[src/rtl/io_in_fifo.sv]
// Per-port input FIFOs between an I/O producer and the processor read port.
// Each port owns a circular buffer; reads pop with a one-cycle registered latency.
module io_in_fifo #(
  parameter  int NUBITS = 16,
  parameter  int NBIOIN = 2,
  parameter  int FDEPTH = 4,
  localparam int NPORT  = 2**NBIOIN
) (
  input  logic              clk,
  input  logic              rst,
  input  logic              s_valid,
  input  logic [NBIOIN-1:0] s_port,
  input  logic [NUBITS-1:0] s_data,
  output logic              s_ready,
  input  logic              req_in,
  input  logic [NBIOIN-1:0] addr_in,
  output logic [NUBITS-1:0] io_in,
  output logic [NPORT-1:0]  empty,
  output logic [NPORT-1:0]  full,
  output logic              underflow,
  input  logic              clr_err
);

  localparam int AW = $clog2(FDEPTH);
  localparam int CW = AW + 1;

  logic [NUBITS-1:0] mem  [NPORT][FDEPTH];
  logic [AW-1:0]     rptr [NPORT];
  logic [AW-1:0]     wptr [NPORT];
  logic [CW-1:0]     cnt  [NPORT];

  logic             push;
  logic             pop;
  logic             uflow_evt;
  logic [NPORT-1:0] push_sel;
  logic [NPORT-1:0] pop_sel;

  always_comb begin
    empty = '0;
    full  = '0;
    for (int p = 0; p < NPORT; p++) begin
      empty[p] = (cnt[p] == '0);
      full[p]  = (cnt[p] == CW'(FDEPTH));
    end
  end

  // A full port refuses the push even if it is being popped on the same edge.
  assign s_ready   = !full[s_port];
  assign push      = s_valid && s_ready;
  assign pop       = req_in && !empty[addr_in];
  assign uflow_evt = req_in && empty[addr_in];

  always_comb begin
    push_sel = '0;
    pop_sel  = '0;
    if (push) push_sel[s_port]  = 1'b1;
    if (pop)  pop_sel[addr_in]  = 1'b1;
  end

  // Storage is deliberately not reset; pointers alone define validity.
  always_ff @(posedge clk) begin
    if (push && rst) mem[s_port][wptr[s_port]] <= s_data;
  end

  // Read stage: pointers, counts, registered read data and sticky error.
  always_ff @(posedge clk or negedge rst) begin
    if (!rst) begin
      for (int p = 0; p < NPORT; p++) begin
        rptr[p] <= '0;
        wptr[p] <= '0;
        cnt[p]  <= '0;
      end
      io_in     <= '0;
      underflow <= 1'b0;
    end else begin
      for (int p = 0; p < NPORT; p++) begin
        if (push_sel[p]) wptr[p] <= wptr[p] + AW'(1);
        if (pop_sel[p])  rptr[p] <= rptr[p] + AW'(1);
        cnt[p] <= cnt[p] + CW'(push_sel[p]) - CW'(pop_sel[p]);
      end
      if (pop) io_in <= mem[addr_in][rptr[addr_in]];
      if (uflow_evt)    underflow <= 1'b1;
      else if (clr_err) underflow <= 1'b0;
    end
  end

endmodule

[config.mk]
export PLATFORM = sky130hd
export DESIGN_NAME = io_in_fifo
export DESIGN_NICKNAME = d
export VERILOG_FILES = /design/src/rtl/io_in_fifo.sv
export SDC_FILE = /design/constraint.sdc
export NUM_CORES = 1
export LEC_CHECK = 0
export CAP_MARGIN = 20
export CORE_ASPECT_RATIO = 1.75
export CORE_MARGIN = 4
export CORE_UTILIZATION = 30
export CTS_BUF_LIST = sky130_fd_sc_hd__clkbuf_8
export DETAILED_ROUTE_END_ITERATION = 8
export PLACE_DENSITY = 0.51
export RECOVER_POWER = 100
export REMOVE_ABC_BUFFERS = 1
export SLEW_MARGIN = 20
export SYNTH_ARGS = -nofsm -noshare
export SYNTH_HDL_FRONTEND = slang
export SYNTH_SLANG_ARGS = --single-unit
[constraint.sdc]
create_clock -name clk -period 3.6 [get_ports clk]
set_input_delay 0.54 -clock clk [delete_from_list [all_inputs] [get_ports clk]]
set_output_delay 0.54 -clock clk [all_outputs]
set_load 0.01 [all_outputs]
==> results of run 1 <==
synthesized netlist by cell type (2+ instances only):
master / number / share of area [%]
inv_1: 14 / 0.44
nor2b_1: 3 / 0.16
buf_6: 4 / 0.38
nand3b_1: 2 / 0.13
nand2_1: 13 / 0.41
xnor2_1: 16 / 1.2
nor4b_1: 4 / 0.29
nand3_1: 4 / 0.17
and2_1: 2 / 0.10
ha_1: 8 / 0.84
nor4_1: 2 / 0.10
a221oi_1: 5 / 0.37
fa_1: 4 / 0.67
nor3_4: 2 / 0.27
nor3b_1: 5 / 0.31
dfrtp_1: 45 / 9.4
xor2_1: 8 / 0.59
nor3_2: 2 / 0.17
clkbuf_1: 7 / 0.22
a221oi_2: 11 / 1.4
buf_2: 9 / 0.38
mux2i_1: 35 / 2.9
buf_4: 7 / 0.44
mux4_2: 67 / 13
edfxtp_1: 256 / 64
nor2_1: 34 / 1.1
and2_4: 2 / 0.15
what timing repair did:
action,CTS,global route
endpoints found under the hold margin,10,0
endpoints found under the setup margin,0,0
setup buffers,0,0
hold buffers,1,0
resized for setup,0,0
flip-flops by register name, indices dropped and copies added, names as in the netlist:
name	cells
mem	256
io_in	16
cnt	12
rptr	8
wptr	8
underflow	1
layout by cell type, fill, tap and decap left out, types with 7 or more instances in the layout:
master and n:
nand2_1 13, clkbuf_2 14, mux2i_1 35, clkinv_1 11
a221oi_1 14, ha_1 8, clkbuf_8 46, xor2_1 8
mux4_2 67, dlygate4sd3_1 43, nor2_1 24, nor2_2 10
edfxtp_1 256, buf_4 9, dfrtp_1 45, inv_1 24
xnor2_1 16, clkinv_2 7
metal layers:
layer	share of wire (%)	GRT usage, %	routed length [µm]	vias up
li1	-	-	-	2526
met1	37	14.19	10150	3011
met2	56	24.80	15350	107
met3	3.6	2.120	967	41
met4	2.6	4.571	702	0
met5	0	0	0	-
logic make-up (layout without fill, tap and decap cells):
family / after synthesis / count (layout) / synth area share (%)
DFF: 301 / 301 / 73.67
muxes: 102 / 102 / 15.54
other: 0 / 3 / 0
buffers and inverters: 42 / 170 / 2.018
xor gates and xnor gates: 24 / 24 / 1.757
adders and majority gates: 12 / 12 / 1.506
and+or+nand+nor: 79 / 79 / 3.587
AOI/OAI and AO/OA: 19 / 19 / 1.924
through the flow:
stage / setup TNS (ns) / hold WS [ns]
final: 0 / 0.4715
after global routing: 0 / 0.5015
after CTS: 0 / 0.4459
after detailed placement: 0 / 0.4683
after global placement: 0 / 0.4602
after floorplan: -0.7127 / 0.2444
report_power, final:
group          switching, W  total (W)  internal, W
Sequential         0.000259    0.00440      0.00415
Combinational      0.000874    0.00164     0.000764
Clock               0.00129    0.00255      0.00126
worst max-delay path by stage:
stage / end / slack (ns) / cells past startpoint
finish: mem[1][20] / 0.45 / 5
global route: mem[1][23] / 0.29 / 5
CTS: s_ready / 0.57 / 4
detailed placement: cnt[2] / 0.14 / 12
global placement: cnt[2] / 0.25 / 12
floorplan: mem[1][48] / -0.02 / 5
critical path, delay by kind of cell:
kind                   cells  cell delay, ns
buffers and inverters      3            1.78
and+or+nand+nor            2            1.04
layout make-up:
cell class	count	area, µm²
well taps	490	613.1
multi-input cells	236	2849
fillers	3610	25460
diodes	3	7.507
clock inverters	33	175.2
inverters	14	52.55
clock buffers	46	633.1
flip-flops and latches	301	8813
repair buffers	77	678.2
==> flow_metrics.env, run 1 <==
export IMPL_grt_usage_pct=12.87
export IMPL_cts_tree="done"
export IMPL_min_to="rptr[3]"
export IMPL_min_from="rptr[3]"
export IMPL_worstSetupStartpointType="input pin"
export IMPL_syn_avg_cell_area_um2=20.66
export IMPL_fin_area_um2=13820
export IMPL_clk_pin_slew_ns=0.07
export IMPL_hpwl_um=15890
export IMPL_clk_latency_ns=0.57
export IMPL_reg2reg_to="mem[0][40]"
export IMPL_initial_core_util_pct=30.46
export IMPL_yosys_warnings=0
export IMPL_placed_cell_area_um2=13260
export IMPL_drt_iter0_drc=329
export IMPL_startpoint="rst"
export IMPL_finalNonFillerCells=1200
export IMPL_slowest_delay_ns=0.86
export IMPL_vias_per_cell=4.738
export IMPL_status="completed"
export IMPL_synth_seq_cells=301
export IMPL_grt_max_degree=59
export IMPL_r2r_slack_ns=0.66
export IMPL_fin_util_pct=35.19
export IMPL_rsz0062_at_grt="false"
export IMPL_wire_per_inst_um=22.65
export IMPL_portBuffers=50
export IMPL_place_congestion=0.7792
export IMPL_setup_viol=0
export IMPL_hold_depth=1
export IMPL_critPathSlowestCell="clkbuf_1"
export IMPL_power_total_w=0.008595
export IMPL_die_h_um=272.2
export IMPL_grt_pass1_vias=6498
export IMPL_period_needed_ns=3.151
export IMPL_finalWirelength_um=27180
export IMPL_critical_path_class="input pin to flip-flop"
export IMPL_irDropWorstVdd_v=0.0003758
export IMPL_dp_cells=1117
export IMPL_drt_pass1_iter_count=4
export IMPL_synthArstFlopShare_pct=14.95
export IMPL_drc=0
export IMPL_r2r_start="cnt[4]"
export IMPL_grt_overflow=0
export IMPL_clock_sinks=301
export IMPL_ios=51
export IMPL_dp_slack_ns=0.1432
export IMPL_endpoint_kind="flip-flop"
export IMPL_ys_types=35
export IMPL_crit_fanout=16
export IMPL_synth_edf_count=256
export IMPL_antenna_found_initial=2
export IMPL_hp_class="flip-flop to flip-flop"
export IMPL_dieWidth_um=159.0
export IMPL_ys_seq_area_share_pct=73.67
export IMPL_drv_slew=0
export IMPL_syn_to_final_growth_pct=15.53
export IMPL_die_area_um2=43260
export IMPL_p_per_area_nw_per_um2=621.8
export IMPL_nets=710
export IMPL_grt_first_pass_wirelength_um=41240
export IMPL_hold_viol=0
export IMPL_ff2ff_path_depth=7
export IMPL_cts_buffers=43
export IMPL_finalCritPeriodShare_pct=87.52
export IMPL_drt_antenna_violating_nets=0
export IMPL_power_leakage_nw=4.634
export IMPL_synthCells=579
export IMPL_clockRootBuffer="clkbuf_8"
export IMPL_maxCapViolCount=0
export IMPL_fin_worst_skew_ns=0.02882
export IMPL_ys_flop_type="edfxtp_1"
export IMPL_timing_final_ws_setup_ns=0.4494
export IMPL_core_area_um2=39280
export IMPL_slew_headroom_pct=22.62
export IMPL_row_count=96
export IMPL_max_freq_ghz=0.3174
export IMPL_clockBufferDepth=3
export IMPL_cp_arrival_ns=3.37
export IMPL_crit_chain="dlygate4sd3_1, clkbuf_1, nand3_1, nor4b_1, buf_4"
export IMPL_tightest_slew_ns=1.161
export IMPL_htree_levels=2
export IMPL_vias=5685
export IMPL_synth_area_um2=11960
export IMPL_final_layout_size_suffix_gt1_share_pct=23.48
export IMPL_cp_required_ns=3.82
No activity file was read; power rests on OpenSTA's default activity.
==> run 2: changes to the inputs <==
--- a/config.mk
+++ b/config.mk
@@ -7,13 +7,11 @@
 export LEC_CHECK = 0
 export CAP_MARGIN = 20
 export CORE_ASPECT_RATIO = 1.75
-export CORE_MARGIN = 4
 export CORE_UTILIZATION = 30
 export CTS_BUF_LIST = sky130_fd_sc_hd__clkbuf_8
 export DETAILED_ROUTE_END_ITERATION = 8
 export PLACE_DENSITY = 0.51
 export RECOVER_POWER = 100
-export REMOVE_ABC_BUFFERS = 1
 export SLEW_MARGIN = 20
 export SYNTH_ARGS = -nofsm -noshare
 export SYNTH_HDL_FRONTEND = slang
==> run 2 against run 1 <==
  * Utilization shrank 0.17 points
  * The run now ends with max-capacitance violations, max-slew violations left
  * Critical endpoint is now io_in[5]
  * Total power shrank 0.85%
  * Largest cell class unchanged
  * Sequential power is essentially flat
==> flow_metrics.env, run 2 (synthesis gave the netlist of run 1 again) <==
export IMPL_status="finished, violations left"
export IMPL_violations="max-capacitance violations, max-slew violations"
export IMPL_max_freq_ghz=0.3255
export IMPL_grt_overflow=0
export IMPL_grt_usage_pct=13.74
export IMPL_ios=51
export IMPL_die_area_um2=40710
export IMPL_setup_viol=0
export IMPL_r2r_start="cnt[5]"
export IMPL_critical_path_class="input pin to flip-flop"
export IMPL_power_leakage_nw=4.650
export IMPL_path_buf_inv=3
export IMPL_clk_latency_ns=0.56
export IMPL_vias=5845
export IMPL_grt_max_degree=66
export IMPL_maxCapViolCount=1
export IMPL_nets=708
export IMPL_critPathTopFamily="buffers and inverters"
export IMPL_drc=0
export IMPL_fin_util_pct=35.02
export IMPL_post_cts_repair_setup_buffers=0
export IMPL_rsz0062_at_grt="false"
export IMPL_holdBufCountCts=1
export IMPL_clockRootBuffer="clkbuf_8"
export IMPL_slowest_delay_ns=1.44
export IMPL_hold_viol=0
export IMPL_cp_required_ns=4.06
export IMPL_tightest_slew_ns=1.994
export IMPL_drv_slew=66
export IMPL_vias_per_cell=4.887
export IMPL_r2r_slack_ns=0.68
export IMPL_drt_antenna_violating_nets=0
export IMPL_period_needed_ns=3.072
export IMPL_cts_buffers=44
export IMPL_crit_chain="buf_2, clkbuf_2, mux4_2, inv_1, and2_2, a221oi_1"
export IMPL_grt_first_pass_wirelength_um=40700
export IMPL_cts_resized=0
export IMPL_clock_sinks=301
export IMPL_dieWidth_um=153.0
export IMPL_critPathSlowestCell="clkbuf_2"
export IMPL_largest_register_ffs=256
export IMPL_irDropWorstVdd_v=0.0003493
export IMPL_core_area_um2=39280
export IMPL_finalCritPeriodShare_pct=85.34
export IMPL_reg2reg_to="mem[2][21]"
export IMPL_fin_worst_skew_ns=0.03085
export IMPL_cts_tree="done"
export IMPL_drt_iter0_drc=350
export IMPL_portBuffers=50
export IMPL_layout_common_cells="256 x edfxtp_1, 67 x mux4_2, 46 x clkbuf_8"
export IMPL_p_per_area_nw_per_um2=619.5
export IMPL_drt_pass1_iter_count=4
export IMPL_antenna_found_initial=3
export IMPL_crit_fanout=65
export IMPL_final_layout_size_suffix_gt1_share_pct=22.55
export IMPL_placed_cell_area_um2=13120
export IMPL_hpwl_um=15880
export IMPL_final_common_cell="edfxtp_1"
export IMPL_hp_class="input pin to async pin"
export IMPL_worstSetupStartpointType="input pin"
export IMPL_initial_core_util_pct=30.46
export IMPL_grt_pass1_vias=6457
export IMPL_endpoint_kind="flip-flop"
export IMPL_power_total_w=0.008522
export IMPL_clk_pin_slew_ns=0.06
export IMPL_clockBufferDepth=3
export IMPL_htree_levels=2
export IMPL_place_congestion=0.7645
export IMPL_wire_per_inst_um=22.64
export IMPL_fin_area_um2=13760
export IMPL_syn_num_nets=616
export IMPL_slew_headroom_pct=-32.94
export IMPL_ff2ff_path_depth=6
export IMPL_cp_arrival_ns=3.53
export IMPL_syn_to_final_growth_pct=14.98
export IMPL_die_h_um=266.2
export IMPL_row_count=96
export IMPL_finalWirelength_um=27070
[run 2: changes by cell type in the layout (fill, tap and decap cells not counted), sizes merged]
| cell | change |
|---|---|
| buf | -5 |
| clkinvlp | -1 |
| diode | -2 |
| clkinv | -8 |
| inv | +10 |
| clkbuf | +2 |
[run 2: routing by layer]
| metal | GRT usage [%] | wire, µm | part of all wire, % |
|---|---|---|---|
| met1 | 15.22 | 10330 | 38 |
| met3 | 2.098 | 1027 | 3.8 |
| met5 | 0 | 13 | 0.048 |
| met2 | 25.92 | 14800 | 55 |
| met4 | 5.788 | 894 | 3.3 |
[run 2: worst max path at each step]
stage	startpoint	endpoint	slack, ns	depth (start not counted)
floorplan	s_port[0]	mem[2][48]	-0.15	4
global placement	s_port[0]	cnt[2]	0.33	12
detailed placement	s_port[0]	cnt[2]	0.29	12
CTS	cnt[10]	s_ready	0.69	4
global route	s_port[0]	mem[2][21]	0.31	7
finish	addr_in[1]	io_in[5]	0.53	6
[run 2: area by class of cell]
class | instances | area [µm²]
antenna | 1 | 2.502
clock buffer | 46 | 633.1
clock inverter | 34 | 168.9
fill | 3613 | 25520
inverter | 14 | 52.55
multi-input combinational | 236 | 2835
sequential | 301 | 8813
tap | 490 | 613.1
timing repair buffer | 74 | 636.9
[run 2: worst register-to-register path, delay by kind of cell (launching register included)]
kind / cells / cell delay, ns
simple gates: 4 / 1.25
flops: 1 / 0.43
compound gates: 1 / 0.25
buf+inv: 1 / 0.61
[run 2: per-stage QoR]
step / TNS, ns / hold slack (ns) / std cells / setup WS (ns)
after floorplan: -4.805 / 0.2444 / 579 / -0.1504
after global placement: 0 / 0.3877 / 1114 / 0.3295
after detailed placement: 0 / 0.3940 / 1114 / 0.2901
after CTS: 0 / 0.3180 / 1195 / 0.6869
after global routing: 0 / 0.4344 / 1196 / 0.3134
final: 0 / 0.4070 / 1196 / 0.5277
[run 2: report_power, final]
| part | leakage, nW | internal [W] | switching, W | total, W |
|---|---|---|---|---|
| combinational | 1.34 | 0.000746 | 0.000842 | 0.00159 |
| sequential | 2.82 | 0.00415 | 0.000266 | 0.00441 |
| clock | 0.487 | 0.00126 | 0.00126 | 0.00252 |
| total | 4.65 | 0.00615 | 0.00237 | 0.00852 |
==> run 3: changes to the inputs <==
--- a/config.mk
+++ b/config.mk
@@ -12,6 +12,7 @@
 export DETAILED_ROUTE_END_ITERATION = 8
 export PLACE_DENSITY = 0.51
 export RECOVER_POWER = 100
+export SKIP_CTS_REPAIR_TIMING = 1
 export SLEW_MARGIN = 20
 export SYNTH_ARGS = -nofsm -noshare
 export SYNTH_HDL_FRONTEND = slang
==> results of run 3 <==
The final DEF is identical to that of run 2; final timing and power are the same.
